## config.mk

```make
export PLATFORM = sky130hd
export DESIGN_NAME = aes_key_sched_ctrl_flat
export DESIGN_NICKNAME = d
export VERILOG_FILES = /design/src/rtl/aes_key_sched_ctrl_if.sv /design/src/rtl/aes_key_sched_ctrl.sv /design/src/flat_wrapper.sv
export SDC_FILE = /design/constraint.sdc
export NUM_CORES = 2
export LEC_CHECK = 0
export ABC_AREA = 1
export BUFFER_PORTS_ARGS = -buffer_cell sky130_fd_sc_hd__clkbuf_2
export CORE_ASPECT_RATIO = 1.5
export CORE_MARGIN = 2
export CORE_UTILIZATION = 29
export CTS_CLUSTER_SIZE = 30
export DETAILED_ROUTE_END_ITERATION = 12
export SLEW_MARGIN = 20
export SYNTH_ARGS = -nofsm -noshare
export SYNTH_HDL_FRONTEND = slang
export SYNTH_SLANG_ARGS = --single-unit
```

## constraint.sdc

```tcl
create_clock -name clk -period 10 [get_ports clk]
set_input_delay 2 -clock clk [delete_from_list [all_inputs] [get_ports clk]]
set_output_delay 2 -clock clk [all_outputs]
set_load 0.05 [all_outputs]
```

## src/rtl/aes_key_sched_ctrl_if.sv

```systemverilog
// Signal bundle between the AES key-schedule controller, its key generator and the key-store reader.
// The controller connects as the slave; the environment driving it connects as the master.
interface aes_key_sched_ctrl_if;
    logic         i_key_load;
    logic [127:0] i_key;
    logic         o_busy;
    logic         o_done;
    logic         o_keys_valid;
    logic [127:0] o_pre_rnd_key;
    logic         o_en_key_gen;
    logic [3:0]   o_round_num;
    logic [127:0] i_next_rnd_key;
    logic [3:0]   i_rd_round;
    logic [127:0] o_rd_key;
    logic         o_rd_err;

    modport slave (
        input  i_key_load,
        input  i_key,
        input  i_next_rnd_key,
        input  i_rd_round,
        output o_busy,
        output o_done,
        output o_keys_valid,
        output o_pre_rnd_key,
        output o_en_key_gen,
        output o_round_num,
        output o_rd_key,
        output o_rd_err
    );

    modport master (
        output i_key_load,
        output i_key,
        output i_next_rnd_key,
        output i_rd_round,
        input  o_busy,
        input  o_done,
        input  o_keys_valid,
        input  o_pre_rnd_key,
        input  o_en_key_gen,
        input  o_round_num,
        input  o_rd_key,
        input  o_rd_err
    );
endinterface

```

## src/rtl/aes_key_sched_ctrl.sv

```systemverilog
// AES-128 key-schedule controller: sequences an external round-key generator and stores
// the full schedule in a registered-read key store.
module aes_key_sched_ctrl #(
    parameter int KEY_GEN_LAT = 1,
    parameter int NUM_ROUNDS  = 10
) (
    input  logic                  clk,
    input  logic                  rst_n,
    aes_key_sched_ctrl_if.slave   bus
);

    typedef enum logic [1:0] {
        IDLE  = 2'd0,
        ISSUE = 2'd1,
        WAIT  = 2'd2,
        DONE  = 2'd3
    } state_t;

    localparam logic [3:0] LAST_RND = 4'(NUM_ROUNDS);
    localparam logic [1:0] LAT_LAST = 2'(KEY_GEN_LAT - 1);

    state_t       r_state;
    state_t       w_next_state;

    logic [127:0] r_key_store [0:NUM_ROUNDS];
    logic [3:0]   r_round_cnt;
    logic [1:0]   r_wait_cnt;
    logic         r_done;
    logic         r_keys_valid;
    logic [127:0] r_pre_rnd_key;
    logic [3:0]   r_round_num;
    logic [127:0] r_rd_key;
    logic         r_rd_err;

    logic         w_gen_last;
    logic         w_more_rounds;
    logic         w_busy;
    logic         w_en_key_gen;
    logic         w_rd_oob;

    always_comb begin
        w_next_state  = r_state;
        w_busy        = 1'b0;
        w_en_key_gen  = 1'b0;
        w_gen_last    = (r_state == WAIT) && (r_wait_cnt == LAT_LAST);
        w_more_rounds = (r_round_cnt < LAST_RND);
        case (r_state)
            IDLE: begin
                w_next_state = IDLE;
            end
            ISSUE: begin
                w_busy       = 1'b1;
                w_en_key_gen = 1'b1;
                w_next_state = WAIT;
            end
            WAIT: begin
                w_busy = 1'b1;
                if (w_gen_last) begin
                    w_next_state = w_more_rounds ? ISSUE : DONE;
                end
            end
            DONE: begin
                w_next_state = DONE;
            end
            default: begin
                w_next_state = IDLE;
            end
        endcase
        // A load in any state restarts the expansion on the same edge.
        if (bus.i_key_load) begin
            w_next_state = ISSUE;
        end
    end

    always_ff @(posedge clk or negedge rst_n) begin
        if (!rst_n) begin
            r_state <= IDLE;
        end else begin
            r_state <= w_next_state;
        end
    end

    // The key handed to the generator is always the one written to the store on the same edge.
    always_ff @(posedge clk or negedge rst_n) begin
        if (!rst_n) begin
            r_round_cnt   <= 4'd0;
            r_round_num   <= 4'd0;
            r_pre_rnd_key <= '0;
            r_keys_valid  <= 1'b0;
            r_done        <= 1'b0;
            r_wait_cnt    <= 2'd0;
        end else begin
            r_done     <= 1'b0;
            r_wait_cnt <= (r_state == WAIT) ? r_wait_cnt + 2'd1 : 2'd0;
            if (bus.i_key_load) begin
                r_round_cnt   <= 4'd1;
                r_round_num   <= 4'd1;
                r_pre_rnd_key <= bus.i_key;
                r_keys_valid  <= 1'b0;
            end else if (w_gen_last) begin
                if (w_more_rounds) begin
                    r_round_cnt   <= r_round_cnt + 4'd1;
                    r_round_num   <= r_round_cnt + 4'd1;
                    r_pre_rnd_key <= bus.i_next_rnd_key;
                end else begin
                    r_keys_valid <= 1'b1;
                    r_done       <= 1'b1;
                end
            end
        end
    end

    always_ff @(posedge clk) begin
        if (bus.i_key_load) begin
            r_key_store[0] <= bus.i_key;
        end else if (w_gen_last) begin
            r_key_store[r_round_cnt] <= bus.i_next_rnd_key;
        end
    end

    assign w_rd_oob = (bus.i_rd_round > LAST_RND);

    // Registered read samples the store before any same-edge write lands.
    always_ff @(posedge clk or negedge rst_n) begin
        if (!rst_n) begin
            r_rd_key <= '0;
            r_rd_err <= 1'b0;
        end else begin
            r_rd_err <= w_rd_oob;
            if (r_keys_valid && !w_rd_oob) begin
                r_rd_key <= r_key_store[bus.i_rd_round];
            end else begin
                r_rd_key <= '0;
            end
        end
    end

    assign bus.o_busy        = w_busy;
    assign bus.o_done        = r_done;
    assign bus.o_keys_valid  = r_keys_valid;
    assign bus.o_pre_rnd_key = r_pre_rnd_key;
    assign bus.o_en_key_gen  = w_en_key_gen;
    assign bus.o_round_num   = r_round_num;
    assign bus.o_rd_key      = r_rd_key;
    assign bus.o_rd_err      = r_rd_err;

endmodule

```

## src/flat_wrapper.sv

```systemverilog
// flat-port wrapper written by rule: the top's interface ports become plain ports
module aes_key_sched_ctrl_flat 
#(
    parameter int KEY_GEN_LAT = 1,
    parameter int NUM_ROUNDS  = 10
)
  (clk, rst_n, bus_i_key_load, bus_i_key, bus_i_next_rnd_key, bus_i_rd_round, bus_o_busy, bus_o_done, bus_o_keys_valid, bus_o_pre_rnd_key, bus_o_en_key_gen, bus_o_round_num, bus_o_rd_key, bus_o_rd_err);
  aes_key_sched_ctrl_if bus_i ();
  input  logic clk;
  input  logic rst_n;
  input wire logic [$bits(bus_i.i_key_load)-1:0] bus_i_key_load;
  input wire logic [$bits(bus_i.i_key)-1:0] bus_i_key;
  input wire logic [$bits(bus_i.i_next_rnd_key)-1:0] bus_i_next_rnd_key;
  input wire logic [$bits(bus_i.i_rd_round)-1:0] bus_i_rd_round;
  output wire logic [$bits(bus_i.o_busy)-1:0] bus_o_busy;
  output wire logic [$bits(bus_i.o_done)-1:0] bus_o_done;
  output wire logic [$bits(bus_i.o_keys_valid)-1:0] bus_o_keys_valid;
  output wire logic [$bits(bus_i.o_pre_rnd_key)-1:0] bus_o_pre_rnd_key;
  output wire logic [$bits(bus_i.o_en_key_gen)-1:0] bus_o_en_key_gen;
  output wire logic [$bits(bus_i.o_round_num)-1:0] bus_o_round_num;
  output wire logic [$bits(bus_i.o_rd_key)-1:0] bus_o_rd_key;
  output wire logic [$bits(bus_i.o_rd_err)-1:0] bus_o_rd_err;
  assign bus_i.i_key_load = bus_i_key_load;
  assign bus_i.i_key = bus_i_key;
  assign bus_i.i_next_rnd_key = bus_i_next_rnd_key;
  assign bus_i.i_rd_round = bus_i_rd_round;
  assign bus_o_busy = bus_i.o_busy;
  assign bus_o_done = bus_i.o_done;
  assign bus_o_keys_valid = bus_i.o_keys_valid;
  assign bus_o_pre_rnd_key = bus_i.o_pre_rnd_key;
  assign bus_o_en_key_gen = bus_i.o_en_key_gen;
  assign bus_o_round_num = bus_i.o_round_num;
  assign bus_o_rd_key = bus_i.o_rd_key;
  assign bus_o_rd_err = bus_i.o_rd_err;
  aes_key_sched_ctrl #(.KEY_GEN_LAT(KEY_GEN_LAT), .NUM_ROUNDS(NUM_ROUNDS)) u_core (.clk(clk), .rst_n(rst_n), .bus(bus_i));
endmodule
```

Word-level counts from Yosys, hierarchy flattened
Memory sizes are Yosys's and may differ from the RTL's.
Cells that the tools add are included.

word-level totals
  word-level logic and storage cells = 57
  memory bits (writable) = 1408
  memories kept = 1
  register bits = 267

memories
  name                depth  width  read ports  clocked after memory_dff  wr ports  RTL line                  RTL
  u_core.r_key_store  11     128    1           0                         1         aes_key_sched_ctrl.sv:25  logic [127:0] r_key_store [0:NUM_ROUNDS];

cells by class
  add/subtract/negate cells = 2
  reductions and logical operators = 11
  eq/ne operators = 5
  magnitude comparators = 2
  muxes and demuxes = 28

operators by type and width
  cell                 count
  $mux 128             5
  $reduce_or 128->1    1
  $mux 4               4
  $mux 1               14
  $mux 2               4
  $pmux 2 s4           1
  $add 4x1->4 const B  1
  $eq 2x2->1 const B   2
  $gt 4x4->1 const B   1
  $logic_not 2->1      2
  $lt 4x4->1 const B   1
  $reduce_and 2->1     2
  $reduce_bool 2->1    2
  $ne 3x2->1 const B   1
  $add 2x1->2 const B  1
  $eq 2x1->1 const B   1
  $logic_and 1x1->1    2
  $ne 2x2->1 const B   1
  $reduce_or 2->1      1
  $logic_not 1->1      1

Longest topological paths before layout
  depth in word-level cells = 7
  depth in mapped cells = 10
  depth with buffers taken out = 9

Worst setup path before layout
Ideal clock, no wire load.

  path kind = in2reg
  start = input bus_i_key_load
  end = memory u_core.r_key_store[7][0] (enable)
  stages on the path = 7
  setup slack = -2.064 ns
  data arrival time = 11.292 ns
  buffers on the path = 2
  cell sequence = buf_4 > inv_4 > nand2_2 > buf_2 > nor2_1 > nand2_1 > nor3_1

on the way
  word-level cells in the longest chain between the ends = 4
  elaborated cells on any way between the ends = 7
  classes of those cells = mux (6); reduce/logical (1)

RTL lines
  what                                               RTL line                   RTL
  start: declaration                                 flat_wrapper.sv:11         input wire logic [$bits(bus_i.i_key_load)-1:0] bus_i_key_load;
  $mux 1                                             aes_key_sched_ctrl.sv:114  if (bus.i_key_load) begin
  $mux 1 (implied by the code)                       aes_key_sched_ctrl.sv:117  r_key_store[r_round_cnt] <= bus.i_next_rnd_key;
  $reduce_or 128->1 (no line)                        -
  $mux 4 (no line) / $mux 1 (equally long branches)  -
  end: declaration                                   aes_key_sched_ctrl.sv:25

Several ways; a longest one is shown, not always the timed one.

Worst setup path after layout
  start = input bus_i_key_load
  end = memory u_core.r_key_store[2][61] (enable)

Same word-level chain as after synthesis.

==> impl_metrics.yaml <==
run_status:
  outcome: "complete, no violations"
floorplanning:
  initial_utilization_pct: 29.1
  ioPinCount: 528
  dieArea_sq_um: 235000
  die_w_microns: 397
  fp.dieH_microns: 593
  core-area_sq_um: 230000
  rows: 216
clocking:
  clkLatencyLatePin_ps: 840
  h-tree-depth: 4
  cts_setup_buffers: 0
  cts_hold_buf: 0
  cts_buffers: 171
  cts_tree: "built"
  postCtsResizedCells: 0
  path_clk_slew_ps: 60
  clockBufferDepth: 4
  clockRootBuffer: "clkbuf_16"
  cts_num_sinks: 1675
worst_setup_path:
  required_ps: 10400
  worstPathArrival_ps: 5560
  path_depth: 7
  slowest_delay_ps: 800
  crit_fanout: 90
  critical-path-top-delay-family: "buffers and inverters"
  path_class: "in2reg"
  critPathBufInv: 4
  cp-start-kind: "primary input"
  crit_chain: "buf_6, inv_6, nand2_8, inv_6, nand3_1, nor2_4, buf_4"
  setup.worst_path.end_class: "register"
  reg2reg_depth: 9
  cpMostUsedCell: "inv_6"
  crit_path_top_delay_cell: "buf_4"
power:
  power.density_nw_per_um2: 213
  p_clk_share_pct: 37.5
  irDropWorstVdd_uv: 139
  p_sw_share_pct: 27.4
  power_mw: 16.6
  p_leak_nw: 29.7
  p_switching_mw: 4.53
  seqPwrFrac_pct: 49.8
  combPwrFrac_pct: 12.7
  internal-power_mw: 12.0
global_route:
  grt_pass1_vias: 44900
  use_met1_pct: 20.5
  grt_pass1_wl_mm: 282
  grt.busiest_layer: "met2"
  grt_max_degree: 188
  grt-ovfl-total: 0
  grt_usage_pct: 15.7
  antenna_found_initial: 5
  met3_usage_pct: 2.17
  met2_usage_pct: 26.6
timing:
  tns_ps: 0
  max_freq_ghz: 0.194
  finalHoldViolations: 0
  slew_violations: 0
  worst_pin_slew_ps: 1100
  setup_violations: 0
  max_slew_margin_pct: 26.5
  rsz0062_at_grt: "false"
  finClkSkew_ps: 68.3
  hold-worst-slack_ps: 436
  post-route-period-util_pct: 51.6
  final.min_clock_period_ps: 5160
layout:
  syn_to_final_growth_pct: 15.8
  fin_nets: 6437
  drive_above_1_share_pct: 13.8
logic_synthesis:
  synth_edf_count: 1408
  async_reset_ff_share_pct: 15.9
  synth_area_sq_um: 67000
  synth_cell_types: 26
  netlist_instances: 5780
  ys.flop_type: "edfxtp_1"
  postSynthAreaPerCell_sq_um: 11.6
  ys_ff_latch: 1675
  yosysSeqAreaShare_pct: 73.0
  yosys_warnings: 0
  synth.net_count: 6048
placed_design:
  gp_congestion: 0.757
  hpwl_mm: 106
  portBuffers: 527
detailed_routing:
  drtIter0Drc: 3586
  vias: 45200
  wl_per_cell_microns: 20.4
  avgViaCountPerCell: 4.84
  ant_nets: 0
  remaining_drc_errors: 0
  firstDrtPassIters: 6
  drt-total-wl_mm: 191
worst_hold_path:
  min_path_cells: 1
  holdCritPathClass: "reg2reg"
flow_run:
  drv_cap: 0
## per-stage QoR
step | cells | utilization (%) | area [sq um] | worst slack [ps]
CTS | 9349 | 33.7 | 77600 | 4760
global placement | 9048 | 31.4 | 72300 | 3900
floorplan | 5780 | - | 67100 | 1350
detailed placement | 9048 | 31.4 | 72300 | 3920
finish | 9352 | 33.7 | 77600 | 4840
global route | 9350 | 33.7 | 77600 | 4620
## worst paths after layout
| kind | start | endpoint | slack, ps |
|---|---|---|---|
| worst max register to register | u_core.r_state[0] | u_core.r_key_store[2][61] | 5950 |
| max in group asynchronous | rst_n | u_core.bus.o_pre_rnd_key[4] | 6850 |
| worst max-delay path | bus_i_key_load | u_core.r_key_store[2][61] | 4840 |
| worst min-delay path | u_core.r_wait_cnt[0] | u_core.r_wait_cnt[0] | 440 |
| worst min register to register | u_core.r_wait_cnt[0] | u_core.r_wait_cnt[0] | 440 |
| min in group asynchronous | rst_n | u_core.bus.o_pre_rnd_key[52] | 1110 |
## worst reg2reg max path, stage by stage (launching register included)
cell and delay [ps]:
dfrtp_1 420, inv_1 90, ha_1 250, nand2_1 120, inv_2 170, nand2_8 270, inv_6 390, nand3_1 340
nor2_4 730, buf_4 810
## power by group through the flow
stage / sequential, mW / combinational (mW) / clock, mW
after CTS: 8.25 / 2.14 / 6.36
final: 8.25 / 2.11 / 6.21
after global routing: 8.28 / 2.30 / 6.62
after global placement: 8.38 / 2.10 / 0
after detailed placement: 8.40 / 2.14 / 0
after floorplan: 8.89 / 0.936 / 0
## area by class of cell
| class | instances | area (sq um) |
|---|---|---|
| repair buffers | 597 | 3290 |
| fillers | 22700 | 153000 |
| diodes | 3 | 7.51 |
| inverters | 83 | 362 |
| clock buffers | 219 | 4620 |
| well taps | 3052 | 3820 |
| clock inverters | 82 | 706 |
| flip-flops and latches | 1675 | 49000 |
| multi-input cells | 3641 | 15900 |
## placed cells by master (no fill, tap or decap), types with 2 or more instances in the layout
cell           n
buf_6          3
o21ai_1       15
edfxtp_1    1408
a21oi_1      134
clkinv_8       5
ha_1           5
inv_6         11
a31oi_1      129
clkbuf_16    173
buf_4         64
diode_2        3
bufinv_16      8
clkinv_4       4
clkbuf_2     521
nand2_8        2
clkbuf_1      34
clkbuf_8      12
a211oi_1      72
clkinvlp_4     9
dfrtp_1      267
buf_12         6
nor2_4         9
nor2_1       207
clkinv_2      26
inv_1         74
o21ai_0       44
clkinv_1      21
buf_8          3
inv_8          4
nand2_1     2061
nand3_1      954
## registers in the layout (all words and copies together), names as in the netlist
register and cells:
u_core.bus.o_done 1, u_core.bus.o_keys_valid 1, u_core.bus.o_pre_rnd_key 128, u_core.bus.o_rd_err 1
u_core.bus.o_rd_key 128, u_core.r_key_store 1408, u_core.r_round_cnt 4, u_core.r_state 2
u_core.r_wait_cnt 2
## Yosys cell counts, types with 2 or more instances
cell / n / area share [%]
a21oi_1: 134 / 1.0
o21ai_1: 15 / 0.11
inv_1: 77 / 0.43
nand3_1: 954 / 7.1
buf_1: 22 / 0.12
nand2_2: 4 / 0.037
buf_4: 57 / 0.64
dfrtp_1: 267 / 10
clkbuf_1: 87 / 0.49
inv_4: 2 / 0.019
nor3_1: 2 / 0.015
a211oi_1: 72 / 0.81
a31oi_1: 129 / 1.2
nand2_1: 2061 / 12
buf_2: 201 / 1.5
buf_6: 14 / 0.24
nor2_1: 216 / 1.2
ha_1: 5 / 0.093
edfxtp_1: 1408 / 63
o21ai_0: 44 / 0.33
inv_2: 4 / 0.022
## per-layer routing
metal,vias to the layer above,part of all wire (%)
li1,20900,-
met1,22400,42
met2,1605,48
met3,323,5.9
met4,0,3.4
met5,-,0
## cells by family after synthesis
logic type | Yosys count | synth area share [%]
simple gates | 3239 | 19.9
fa+ha+maj | 5 | 0.0933
buf+inv | 464 | 3.46
flops | 1675 | 73.0
compound gates | 397 | 3.49
No activity file was read; power rests on OpenSTA's default activity.
